$ cat config.mk
export PLATFORM = sky130hd
export DESIGN_NAME = adder
export DESIGN_NICKNAME = d
export VERILOG_FILES = /design/src/rtl/adder.sv
export SDC_FILE = /design/constraint.sdc
export NUM_CORES = 1
export LEC_CHECK = 0
export BUFFER_PORTS_ARGS = -buffer_cell sky130_fd_sc_hd__buf_2
export CORE_ASPECT_RATIO = 1.1
export CORE_UTILIZATION = 25
export DETAILED_ROUTE_END_ITERATION = 7
export GPL_ROUTABILITY_DRIVEN = 0
export GPL_TIMING_DRIVEN = 0
export REMOVE_ABC_BUFFERS = 1
export SYNTH_ARGS = -nofsm -noshare
export SYNTH_HDL_FRONTEND = slang
export SYNTH_SLANG_ARGS = --single-unit
$ cat constraint.sdc
create_clock -name clk -period 2.8 [get_ports clk]
set_clock_uncertainty 0.2 [all_clocks]
set_input_delay 0.84 -clock clk [delete_from_list [all_inputs] [get_ports clk]]
set_output_delay 0.84 -clock clk [all_outputs]
set_load 0.01 [all_outputs]
$ cat src/rtl/adder.sv
`default_nettype none
// ============================================================================
// Module   : adder
// Purpose  : Registered unsigned adder, c = a + b on WIDTH+1 bits, with a
//            one-cycle c_valid strobe per accepted operand pair.
// Options  : ADDER_PIPE_EN - adds one register stage on the sum/valid path
//            (latency 2 instead of 1; same ports, reset values and math).
// Revision : 1.0 - initial release
// ============================================================================
module adder #(
  parameter int WIDTH = 4
) (
  input  logic             clk,
  input  logic             rst,      // asynchronous, active-low
  input  logic [WIDTH-1:0] a,
  input  logic [WIDTH-1:0] b,
  input  logic             valid,
  output logic [WIDTH:0]   c,
  output logic             c_valid
);

  localparam int SUM_W = WIDTH + 1;

  // Zero-extended sum; the extra bit absorbs the carry so nothing wraps.
  logic [SUM_W-1:0] sum;

  // Operands only matter when valid qualifies them; the registers below
  // ignore sum otherwise, so unqualified operand values never reach c.
  always_comb begin
    sum = {1'b0, a} + {1'b0, b};
  end

`ifdef ADDER_PIPE_EN

  // First stage: sum and its qualifier, held like the output stage.
  logic [SUM_W-1:0] s1_sum;
  logic             s1_vld;

  // Stage 1 capture: take a new sum only on a qualified cycle.
  always_ff @(posedge clk or negedge rst) begin
    if (!rst) begin
      s1_sum <= '0;
      s1_vld <= 1'b0;
    end else begin
      s1_vld <= valid;
      if (valid) begin
        s1_sum <= sum;
      end
    end
  end

  // Output stage: present the stage-1 result, hold c when nothing new arrives.
  always_ff @(posedge clk or negedge rst) begin
    if (!rst) begin
      c       <= '0;
      c_valid <= 1'b0;
    end else begin
      c_valid <= s1_vld;
      if (s1_vld) begin
        c <= s1_sum;
      end
    end
  end

`else

  // Single stage: capture the sum on a qualified edge, otherwise hold c and
  // drop the strobe.
  always_ff @(posedge clk or negedge rst) begin
    if (!rst) begin
      c       <= '0;
      c_valid <= 1'b0;
    end else begin
      c_valid <= valid;
      if (valid) begin
        c <= sum;
      end
    end
  end

`endif

endmodule
`default_nettype wire

======== Word-level counts from Yosys, hierarchy flattened ========
Index checks and enable logic that the tools add are counted.
cells by class
  add/subtract/negate cells ............... 1
operators with widths
  cell                                    count
  4-bit by 4-bit adder with 5-bit output  1
word-level totals
  register bits after elaboration ......... 6
  logic and storage cells ................. 3

======== Depth between registers and ports, before layout ========
  depth after elaboration ................. 1
  mapped depth ............................ 6
  mapped depth without buffers ............ 6

======== Worst setup path after synthesis ========
OpenSTA, ideal clock, no wires.
  path type ............................... in2reg
  from .................................... in a[0]
  to ...................................... reg c[2]
  library setup time ...................... 0.125 ns
  arrival ................................. 1.785 ns
  data required time ...................... 2.475 ns
  slack ................................... 0.691 ns
  stages on the path ...................... 5
  cells stage by stage .................... ha_1 > inv_1 > fa_1 > xnor2_1 > mux2_2
on the way
  cells in the longest elaborated chain, start to end .. 1
RTL lines
  element                                 RTL line  source
  from (decl)                             15        input logic [WIDTH-1:0] a,
  4-bit by 4-bit adder with 5-bit output  30        sum = {1'b0, a} + {1'b0, b};
  to (signal assigned)                    76        c <= sum;
  to (decl)                               18        output logic [WIDTH:0] c,
Every way passes these cells.
A chain may end at the register's enable or synchronous reset.

======== Final worst setup path ========
Ends and elaborated chain as after synthesis.

==> tab_implementation.tex <==
\begin{tabular}{lr}
\hline
Metric & Value \\
\hline
\multicolumn{2}{l}{\textbf{Status}} \\
Status & complete, no violations \\
\multicolumn{2}{l}{\textbf{Timing}} \\
Final period demand of the worst path & 2.01 ns \\
Count of final setup violators & 0 \\
Worst max-slew margin expressed relative to the limit & 85.6\% \\
Worst slew pin tran & 0.215 ns \\
Sum of negative setup slack & 0 ns \\
Hold Violations, Final & 0 \\
Slew Limit Fails & 0 \\
Setup WS post-layout & 0.786 ns \\
Maximum operating frequency & 497 MHz \\
Unrepaired setup endpoints after global routing & false \\
Final period utilization & 71.9\% \\
\multicolumn{2}{l}{\textbf{Clocking}} \\
Worst-path clk slew & 0.04 ns \\
Buffer count from post-CTS setup fixing & 0 \\
TritonCTS Sinks & 6 \\
Root Driver & clkbuf\_4 \\
Number of H-tree levels & 1 \\
CTS Buf Count & 3 \\
Clock latency at the later pin of the worst-skew pair & 0.24 ns \\
Clock tree buffer depth & 2 \\
CTS tree & yes \\
Cells resized by post-CTS repair & 0 \\
\# hold bufs at CTS & 0 \\
\multicolumn{2}{l}{\textbf{Logic synthesis}} \\
Top cells by area in the synthesized netlist & dfrtp\_1, ha\_1, inv\_1 \\
Post-synthesis average cell area & 11.2 um\^{}2 \\
Library cell occupying the most area in the post-synthesis netlist & dfrtp\_1 \\
Distinct cell type count after synthesis & 19 \\
Count of yosys warnings during synthesis & 0 \\
Share of the synthesized area in the top cell type & 40.5\% \\
Gate count of the mapped netlist & 33 \\
Number of synthesized register bits & 6 \\
Synthesized area & 370 um\^{}2 \\
Sequential element share of the synthesized area & 40.5\% \\
\multicolumn{2}{l}{\textbf{Setup path}} \\
Worst endpoint required time & 2.72 ns \\
Register-to-Register Path Depth & 3 \\
Crit path largest cell delay & $\sim$0.40 ns \\
Max FO, Critical Path & 2 \\
Worst r2r dst & c[3] \\
Worst-path cell chain & buf\_2, ha\_1, inv\_1, fa\_1, xnor2\_1, mux2\_2 \\
Worst reg2reg startpoint & c[3] \\
Kind of end point of the critical path & flop \\
Classification of the worst setup path & primary input to flop \\
Register-to-register setup slack & 1.60 ns \\
Worst-path cell with the longest stage delay & fa\_1 \\
Nature of the critical path startpoint & primary input \\
Data arrival time of the worst path & 1.94 ns \\
\multicolumn{2}{l}{\textbf{Detailed routing}} \\
Vias per inst & 4.43 \\
Initial detailed-routing violation count & 2 \\
Total via count after detailed routing & a little under 300 \\
Total DRC errors in the routed layout & 0 \\
Routed Wire Length & 624 um \\
Pre-antenna DRT Iters & 2 \\
Post-detailed-route count of antenna-violating nets & 0 \\
Drt wl/cell & between 9 and 10 um \\
\multicolumn{2}{l}{\textbf{Finish}} \\
Layout fillers & 148 \\
Layout area overhead & 30.1\% \\
Leading cell type in the layout, fill and taps excluded & buf\_2 \\
Antenna cell count & 0 \\
Total Nets Final & 69 \\
Most used cells in the layout excluding fill and tap cells & buf\_2, inv\_1, dfrtp\_1 \\
Fraction of layout instances using a drive strength above 1 & 39.2\% \\
\multicolumn{2}{l}{\textbf{Power and ir drop}} \\
Max rail drop VDD & 0.121 mV \\
Total power & 0.000251 W \\
Cell Pwr Density & 522 nW/um\^{}2 \\
Static power due to leakage & 0.249 nW \\
\multicolumn{2}{l}{\textbf{Floorplan}} \\
Width of the die & 38.7 um \\
Die outline area & about 1600 um\^{}2 \\
Overall die height & 42.4 um \\
Number of placed I/O pins & 17 \\
Total core area & 1370 um\^{}2 \\
Initial Util & 27.1\% \\
Core Rows & 14 \\
\multicolumn{2}{l}{\textbf{Placement}} \\
Count of buffers from port buffering & 16 \\
Post-DP HPWL & 537 um \\
Pre-CTS setup slack & 0.530 ns \\
\multicolumn{2}{l}{\textbf{GRT}} \\
Met3 Use GR & about 1.6\% \\
Total global routing overflow & 0 \\
Initial antenna violation count & 0 \\
Number of global-route vias before repair & 294 \\
Met1 Usage GRT & 9.46\% \\
Wire length of the first global-routing pass & 1080 um \\
Routing usage on met2 & 15.7\% \\
Global-route total usage across every layer & around a tenth \\
Pin count of the biggest net entering global routing & 12 \\
Peak-usage layer in the global routing report & met2 \\
\multicolumn{2}{l}{\textbf{Run}} \\
Number of max-cap violations & 0 \\
\multicolumn{2}{l}{\textbf{Worst hold path}} \\
Path type of the worst min-delay path & primary input to asynchronous set/reset pin \\
\hline
\end{tabular}
-- routing by layer --
metal,vias to the layer above,part of all wire [%],wire [um]
met4,0,0,0
met3,0,5.0,31
met5,-,0,0
li1,150,-,-
met1,141,38,237
met2,6,57,356
-- sequential cells by signal, indices dropped and copies added (netlist names) --
name,cells
c_valid,1
c,5
-- Yosys cell counts, drive strengths merged --
cell and number:
a311oi 1, xnor2 1, nand4b 1, a21oi 1
inv 6, ha 4, nor2 1, dfrtp 6
nor2b 2, mux2 2, and4bb 1, a31oi 1
o211ai 1, o21ai 1, mux2i 1, nand3 1
buf 1, fa 1
-- cells by family (layout without fill, tap and decap cells) --
kind of cell             Yosys count  count (layout)  share of synthesized area [%]
XOR/XNOR                           1               1                           2.37
flip-flops                         6               6                           40.5
AO/OA/AOI/OAI                      5               5                           8.78
AND/OR/NAND/NOR                    6               6                           11.5
buffers and inverters              7              25                           9.12
adder cells (fa/ha/maj)            5               5                           18.9
multiplexers                       3               3                           8.78
-- cell type report --
| type | count | area, um^2 | share of cell area, % |
|---|---|---|---|
| clock buffer | 3 | 22.5 | 4.68 |
| inverter | 6 | 22.5 | 4.68 |
| multi-input combinational | 20 | 186 | 38.7 |
| sequential | 6 | 150 | 31.2 |
| tap | 16 | 20.0 | 4.16 |
| timing repair buffer | 16 | 80.1 | 16.6 |
-- critical path, delay by kind of cell --
kind / cells / cell delay, ns
adders and majority gates: 2 / 0.56
muxes: 1 / 0.26
xor gates and xnor gates: 1 / 0.15
buffers and inverters: 2 / 0.13
-- where the power goes --
| part | switching [W] | leakage, nW | internal (W) |
|---|---|---|---|
| sequential | 0.00000655 | 0.0701 | 0.000101 |
| clock | 0.0000286 | 0.0138 | 0.0000483 |
| combinational | 0.0000331 | 0.165 | 0.0000340 |
-- per-stage QoR --
step	std cells	hold WS (ns)	instance area (um^2)	util, %
2_1_floorplan	32	0.329	359	-
3_3_place_gp	64	0.277	459	33.6
3_5_place_dp	64	0.285	459	33.6
4_1_cts	67	0.205	482	35.3
5_1_grt	67	0.205	482	35.3
6_report	67	0.210	482	35.3
-- worst max-delay path by stage --
stage               from  endpoint  cells past startpoint
CTS                 a[0]      c[2]                      6
global route        a[0]      c[4]                      7
floorplan           a[0]      c[2]                      5
finish              a[0]      c[2]                      6
global placement    a[0]      c[2]                      6
detailed placement  a[0]      c[2]                      6
No activity file was read; power rests on OpenSTA's default activity.
